===== src/rtl/alu_pkg.sv =====
// Shared ALU definitions: op codes driven on alu_ctrl and the multiply
// sequencer state encoding.
package alu_pkg;

  localparam logic [2:0] ALU_PASS_B   = 3'b000;
  localparam logic [2:0] ALU_ADD      = 3'b010;
  localparam logic [2:0] ALU_SUBTRACT = 3'b011;
  localparam logic [2:0] ALU_AND      = 3'b100;
  localparam logic [2:0] ALU_OR       = 3'b101;
  localparam logic [2:0] ALU_XOR      = 3'b110;

  typedef enum logic [1:0] {
    IDLE = 2'd0,
    RUN  = 2'd1,
    DONE = 2'd2
  } mul_state_t;

endpackage


===== src/rtl/alu_mul_seq_if.sv =====
// Request/response bundle between a multiply requester (master) and the
// shift-add multiply sequencer (slave).
interface alu_mul_seq_if #(
  parameter int WIDTH = 64
);
  logic             start;
  logic [WIDTH-1:0] op_a;
  logic [WIDTH-1:0] op_b;
  logic             busy;
  logic             done;
  logic [WIDTH-1:0] product;

  modport master (
    output start, op_a, op_b,
    input  busy, done, product
  );

  modport slave (
    input  start, op_a, op_b,
    output busy, done, product
  );
endinterface


===== src/rtl/alu_mul_seq.sv =====
// Shift-add multiplier that borrows the shared ALU for its accumulate step.
// Produces the low WIDTH bits of op_a*op_b, one multiplier bit per cycle,
// exiting early once no set multiplier bits remain.
module alu_mul_seq
  import alu_pkg::*;
#(
  parameter int WIDTH = 64,
  parameter int CNT_W = 6
) (
  input  logic             clk,
  input  logic             reset_n,
  alu_mul_seq_if.slave     bus,
  output logic [WIDTH-1:0] alu_A,
  output logic [WIDTH-1:0] alu_B,
  output logic [2:0]       alu_ctrl,
  input  logic [WIDTH-1:0] alu_result
);

  mul_state_t       state_q, state_d;
  logic [WIDTH-1:0] acc_q, acc_d;
  logic [WIDTH-1:0] mcand_q, mcand_d;
  logic [WIDTH-1:0] mplier_q, mplier_d;
  logic [CNT_W-1:0] cnt_q, cnt_d;
  logic [WIDTH-1:0] product_q, product_d;
  logic [WIDTH-1:0] acc_step;

  // Next-state and datapath update for the IDLE/RUN/DONE sequence
  always_comb begin
    state_d   = state_q;
    acc_d     = acc_q;
    mcand_d   = mcand_q;
    mplier_d  = mplier_q;
    cnt_d     = cnt_q;
    product_d = product_q;
    // Accumulator value written this RUN cycle (ALU sum only when bit set)
    acc_step  = mplier_q[0] ? alu_result : acc_q;
    case (state_q)
      IDLE: begin
        if (bus.start) begin
          if (bus.op_b != '0) begin
            acc_d    = '0;
            mcand_d  = bus.op_a;
            mplier_d = bus.op_b;
            cnt_d    = '0;
            state_d  = RUN;
          end else begin
            // Zero multiplier: skip the loop entirely
            product_d = '0;
            state_d   = DONE;
          end
        end
      end
      RUN: begin
        acc_d    = acc_step;
        mcand_d  = mcand_q << 1;
        mplier_d = mplier_q >> 1;
        cnt_d    = cnt_q + CNT_W'(1);
        if ((mplier_q[WIDTH-1:1] == '0) || (cnt_q == CNT_W'(WIDTH - 1))) begin
          product_d = acc_step;
          state_d   = DONE;
        end
      end
      DONE: begin
        state_d = IDLE;
      end
      default: begin
        state_d = IDLE;
      end
    endcase
  end

  // State and datapath registers; reset discards any operation in flight
  always_ff @(posedge clk or negedge reset_n) begin
    if (!reset_n) begin
      state_q   <= IDLE;
      acc_q     <= '0;
      mcand_q   <= '0;
      mplier_q  <= '0;
      cnt_q     <= '0;
      product_q <= '0;
    end else begin
      state_q   <= state_d;
      acc_q     <= acc_d;
      mcand_q   <= mcand_d;
      mplier_q  <= mplier_d;
      cnt_q     <= cnt_d;
      product_q <= product_d;
    end
  end

  // ALU drive: accumulate only while running, otherwise a harmless PASS_B of 0
  always_comb begin
    alu_ctrl = ALU_PASS_B;
    alu_A    = '0;
    alu_B    = '0;
    if (state_q == RUN) begin
      alu_ctrl = ALU_ADD;
      alu_A    = acc_q;
      alu_B    = mcand_q;
    end
  end

  // Status is a pure decode of the registered state, so start never reaches busy
  assign bus.busy    = (state_q == RUN) || (state_q == DONE);
  assign bus.done    = (state_q == DONE);
  assign bus.product = product_q;

endmodule


===== src/flat_wrapper.sv =====
// flat-port wrapper written by rule: the top's interface ports become plain ports
module alu_mul_seq_flat import alu_pkg::*;
#(
  parameter int WIDTH = 64,
  parameter int CNT_W = 6
)
  (clk, reset_n, alu_A, alu_B, alu_ctrl, alu_result, bus_start, bus_op_a, bus_op_b, bus_busy, bus_done, bus_product);
  alu_mul_seq_if #(.WIDTH(WIDTH)) bus_i ();
  input  logic clk;
  input  logic reset_n;
  output logic [WIDTH-1:0] alu_A;
  output logic [WIDTH-1:0] alu_B;
  output logic [2:0] alu_ctrl;
  input  logic [WIDTH-1:0] alu_result;
  input wire logic [$bits(bus_i.start)-1:0] bus_start;
  input wire logic [$bits(bus_i.op_a)-1:0] bus_op_a;
  input wire logic [$bits(bus_i.op_b)-1:0] bus_op_b;
  output wire logic [$bits(bus_i.busy)-1:0] bus_busy;
  output wire logic [$bits(bus_i.done)-1:0] bus_done;
  output wire logic [$bits(bus_i.product)-1:0] bus_product;
  assign bus_i.start = bus_start;
  assign bus_i.op_a = bus_op_a;
  assign bus_i.op_b = bus_op_b;
  assign bus_busy = bus_i.busy;
  assign bus_done = bus_i.done;
  assign bus_product = bus_i.product;
  alu_mul_seq #(.WIDTH(WIDTH), .CNT_W(CNT_W)) u_core (.clk(clk), .reset_n(reset_n), .bus(bus_i), .alu_A(alu_A), .alu_B(alu_B), .alu_ctrl(alu_ctrl), .alu_result(alu_result));
endmodule

===== config.mk =====
export PLATFORM = sky130hd
export DESIGN_NAME = alu_mul_seq_flat
export DESIGN_NICKNAME = d
export VERILOG_FILES = /design/src/rtl/alu_pkg.sv /design/src/rtl/alu_mul_seq_if.sv /design/src/rtl/alu_mul_seq.sv /design/src/flat_wrapper.sv
export SDC_FILE = /design/constraint.sdc
export NUM_CORES = 1
export LEC_CHECK = 0
export BUFFER_PORTS_ARGS = -buffer_cell sky130_fd_sc_hd__buf_4
export CAP_MARGIN = 20
export CORE_ASPECT_RATIO = 0.5
export CORE_MARGIN = 5
export CORE_UTILIZATION = 30
export DETAILED_ROUTE_END_ITERATION = 8
export SETUP_SLACK_MARGIN = 0.5
export SYNTH_ARGS = -nofsm -noshare
export SYNTH_HDL_FRONTEND = slang
export SYNTH_SLANG_ARGS = --single-unit

===== constraint.sdc =====
create_clock -name clk -period 2.3 [get_ports clk]
set_clock_uncertainty 0.2 [all_clocks]
set_input_delay 0.115 -clock clk [delete_from_list [all_inputs] [get_ports clk]]
set_output_delay 0.115 -clock clk [all_outputs]
set_load 0.05 [all_outputs]

======== Word level (Yosys, flattened, before mapping) ========
Cells that the tools add are included.
word-level totals
  logic and storage cells ................. 47
  output and inout bits ................... 197
  register bits after elaboration ......... 264
  bits of input ports ..................... 195
operators by class
  reduce and logical (&&, ||, !) cells .... 9
  equality and inequality tests ........... 7
  mux-type cells .......................... 24
  add/subtract/negate cells ............... 1
operators with widths
  kind                                                                     number
  64-bit two-way mux                                                       12
  64-bit case mux with 2 select lines                                      4
  64-bit nonzero test                                                      1
  63-bit zero test                                                         1
  6-bit two-way mux                                                        2
  6-bit case mux with 2 select lines                                       1
  2-bit two-way mux                                                        4
  6-bit by 1-bit adder with 6-bit output, second input constant            1
  6-bit == test, second input constant                                     1
  2-bit by 1-bit inequality test with 1-bit output, second input constant  2
  2-bit inequality test, second input constant                             2
  2-bit case mux with 2 select lines                                       1
  4-bit AND reduction                                                      1
  3-bit AND reduction                                                      1
  2-bit by 1-bit == test with 1-bit output, second input constant          1
  2-bit == test, second input constant                                     1
  2-bit zero test                                                          1
  1-bit logical OR                                                         2
  2-bit AND reduction                                                      1
  2-bit nonzero test                                                       1

======== Logic depth before layout (Yosys ltp) ========
  depth in word-level cells ............... 4
  mapped depth ............................ 9
  gate-level depth less buffers ........... 7

======== Least setup slack after synthesis ========
No wires, ideal clock.
  kind .................................... register to register
  start point ............................. reg u_core.state_q[1]
  end point ............................... reg u_core.mplier_q[62]
  slack ................................... -574 ps
  arrival time ............................ 2547 ps
  buffers on the path ..................... 3
  required time ........................... 1972 ps
  setup time .............................. 128 ps
  stages on the path, launching flop included .. 8
  period minus slack after synthesis ...... 2874 ps
  cells stage by stage .................... dfrtp_1 inv_1 ha_1 clkbuf_1 clkbuf_1 clkbuf_1 mux2_2 mux2_1
on the way
  word-level cells in the longest chain between the ends .. 3
  elaborated cells between the ends (all ways) .. 7
  those cells by class .................... eq/ne (3); mux (1); reduce/logical (3)
ends and longest elaborated chain
  element                                                                                   RTL line           RTL
  from (decl)                                                                               alu_mul_seq.sv:19  mul_state_t state_q, state_d;
  from (signal assigned)                                                                    alu_mul_seq.sv:82  state_q <= state_d;
  2-bit zero test or 2-bit by 1-bit == test with 1-bit output (tied branches)               alu_mul_seq.sv:37  case (state_q)
  2-bit by 1-bit inequality test with 1-bit output (no line), or another cell as far along  --
  3-bit AND reduction (no line)                                                             --
  to (signal assigned)                                                                      alu_mul_seq.sv:85  mplier_q <= mplier_d;
  to (decl)                                                                                 alu_mul_seq.sv:22  logic [WIDTH-1:0] mplier_q, mplier_d;
Parallel ways exist; a longest one is shown, timed or not.
A chain may end at the register's enable or synchronous reset.

======== Final worst setup path ========
  start point ............................. reg u_core.mplier_q[50]
  end point ............................... reg u_core.product_q[26], in the netlist u_core.bus.product[26]
on the way
  word-level cells in the longest chain between the ends .. 4
ends and longest elaborated chain
  element                                                     RTL line           RTL
  63-bit zero test                                            alu_mul_seq.sv:58  if ((mplier_q[WIDTH-1:1] == '0) || (cnt_q == CNT_W'(WIDTH - 1))) begin
  1-bit logical OR                                            alu_mul_seq.sv:58
  2-bit by 1-bit inequality test with 1-bit output (no line)  --
  4-bit AND reduction (no line)                               --
  to (signal assigned)                                        alu_mul_seq.sv:87  product_q <= product_d;
  to (decl)                                                   alu_mul_seq.sv:24  logic [WIDTH-1:0] product_q, product_d;
Every way passes these cells.

==> results.cfg <==
[outcome]
outcome = complete, but fails checks
violations = negative setup slack

[setup_path]
reg2reg_to = u_core.bus.product[26]
path_buf_inv = 2
critPathLaunchType = register
reg2reg_from = u_core.mplier_q[50]
crit_chain = nor4_1 > nand4_1 > nor4_4 > buf_4 > o221a_4 > buf_12 > mux2_1
slowest_stage = nor4_1
critPathTopFamily = simple AND/OR/NAND/NOR gates
crit_path_start = u_core.mplier_q[50]
path_class = reg2reg
r2r_setup_slack_ns = -0.49
crit_fanout = 18
r2r_cells = 7
end_kind = register
critPathMaxStageDelay_ns = 0.44
cp.required_ns = 2.54
worstPathArrival_ns = 3.03

[clock_tree]
root_buffer = clkbuf_16
path_clk_slew_ns = 0.07
cts_sinks = 264
clockBufferDepth = 3
cts_htree_levels = 1
clk-insertion-delay-late_ns = 0.57
cts_buffers = 28
cts_tree = built

[routing]
vias = 15300
dr.first_iter.drc_count = 1246
wl_per_cell_um = 24.8
viasPerCell = 5.40
drc_errors = 0
drtAntennaViolNets = 0
dr.pass1.iters = 5
routed_wl_um = 70100

[synthesis]
ys.flop_type = dfrtp_1
ys_seq_area_frac = 0.464
ys_async_sr_fraction = 1.00
yosysMostFrequentCell = dfrtp_1
synth_warnings = 0
syn_area_per_cell_um2 = 10.9
yosysTopAreaCellShare = 0.464
synth_edf_count = 0
synth_seq_cells = 264
synth_cell_types = 43
yosys-top-cells-count = dfrtp_1, mux2_2, and2_1, clkbuf_1, a221o_1
synth_area_mm2 = 0.0142
syn_inst = 1309
yosysTopAreaCell = dfrtp_1
post_synth_main_area_contributors = dfrtp_1, mux2_2, a221o_1, and2_1, mux2_1

[power]
power.internal_mw = 23.9
vdd_drop_max_v = 0.000693
power.density_mw_per_mm2 = 1440
switching_share = 0.406
clock_power_share = 0.127
finalPower_mw = 40.3
combPwrFrac = 0.663
power_switching_mw = 16.4
pwr-share-seq = 0.210
power_leakage_nw = 13.2

[global_routing]
grt_max_degree = 66
grt_overflow = 0
grt_pass1_wl_um = 98400
grt_pass1_vias = 15800
grt_use_total = 0.240
antenna_found_initial = 5

[die]
die_y_um = 164
core_area_mm2 = 0.0469
die-area_mm2 = 0.0522
die_w_um = 318
start_util = 0.304
fp-row-count = 56
io_pins = 392

[finish]
drive_gt1_frac = 0.564
num-fill-cells = 3399
nets = 2359
layoutNonFillerInstCount = 2825
fin_util = 0.597
area_delta_synth_final_pct = 96.6

[sta]
finalCriticalPeriod_ns = 2.79
relSlewSlack = 0.587
worst_pin_slew_ns = 0.620
whs_ns = 0.135
hold_violations = 0
setup_ws_ns = -0.486
fmax_ghz = 0.359
setup_viol = 350
tns_ns = -48.43
rsz0062_at_grt = true
slew_viol_final = 0
period_share = 1.21

[place]
dp.cells = 2373
gp_congestion = 0.820
post-dp-hpwl_um = 34300
port_buffers = 389

[min_path]
worst_hold_path.endpoint = u_core.mcand_q[5]
hold_class = in2reg
hold_start = bus_op_a[5]
hold_path_depth = 3

[run]
max_cap_viol_count = 0
## through the flow
| step | area (um2) | setup WS (ns) |
|---|---|---|
| floorplan | 15200 | 0.0250 |
| global placement | 19500 | -0.451 |
| detailed placement | 19500 | -0.465 |
| CTS | 26700 | -0.368 |
| global route | 28000 | -0.569 |
| finish | 28000 | -0.486 |
## sequential cells by signal (all words and copies together) (netlist names)
signal and flops:
u_core.mcand_q 64, u_core.state_q 2, u_core.cnt_q 6, u_core.mplier_q 64, u_core.bus.product 64, u_core.acc_q 64
## worst register-to-register path: stages, from the launching register on
cell	delay (ns)
dfrtp_1	0.40
nor4_1	0.44
nand4_1	0.28
nor4_4	0.32
buf_4	0.18
o221a_4	0.27
buf_12	0.21
mux2_1	0.36
## how the worst max path moves through the flow
stage	slack [ns]	cells after the start	end
after detailed placement	-0.47	8	u_core.bus.product[40]
after CTS	-0.37	8	u_core.bus.product[40]
after floorplan	0.03	7	u_core.bus.product[23]
after global routing	-0.57	7	u_core.bus.product[60]
after global placement	-0.45	8	u_core.bus.product[0]
final	-0.49	7	u_core.bus.product[26]
## what timing repair did
item                                   4_1_cts  5_1_grt
gates cloned                                67        8
setup buffers                               80       45
hold buffers                               195        0
pin swaps                                   91       47
endpoints found under the hold margin      525        0
setup endpoints to repair                  394      395
resized for setup                          453      177
## power groups by stage
stage / Combinational (mW) / Clock, mW / Sequential, mW
after floorplan: 10.1 / 0 / 9.19
after global placement: 15.9 / 0 / 8.11
after detailed placement: 16.0 / 0 / 8.15
after CTS: 24.1 / 5.14 / 8.18
after global routing: 27.6 / 5.39 / 8.63
final: 26.7 / 5.12 / 8.47
## cells in the final DEF (no fill, tap or decap), drive strengths merged, types with 19 or more instances in the layout
cell,n
nand2,72
buf,732
dfrtp,264
a21o,45
and2,128
a211oi,64
nor2b,64
nor4,33
mux2,235
dlygate4sd3,195
a221o,85
o211a,19
clkbuf,49
nor2,68
a21oi,66
## layout make-up
type                       instances  area, um2  area share
clock buffer                      40        847      0.0303
clock inverter                    12        163     0.00581
multi-input combinational        922       8730       0.312
antenna                            5       12.5    0.000447
tap                              638        798      0.0285
inverter                           5       33.8     0.00121
sequential                       264       6610       0.236
timing repair buffer             939      10800       0.386
## routing by layer
| metal | up-vias | global-route usage | wire length [um] |
|---|---|---|---|
| li1 | 6525 | - | - |
| met1 | 7783 | 0.291 | 26700 |
| met2 | 674 | 0.425 | 35500 |
| met3 | 270 | 0.0361 | 3510 |
| met4 | 0 | 0.117 | 4370 |
| met5 | - | 0 | 0 |
## cells by family after synthesis
logic type,synth area share
buf+inv,0.0382
compound gates,0.161
mux,0.188
flops,0.464
simple gates,0.145
other cells,0.000263
fa+ha+maj,0.00352
No activity file was read; power rests on OpenSTA's default activity.
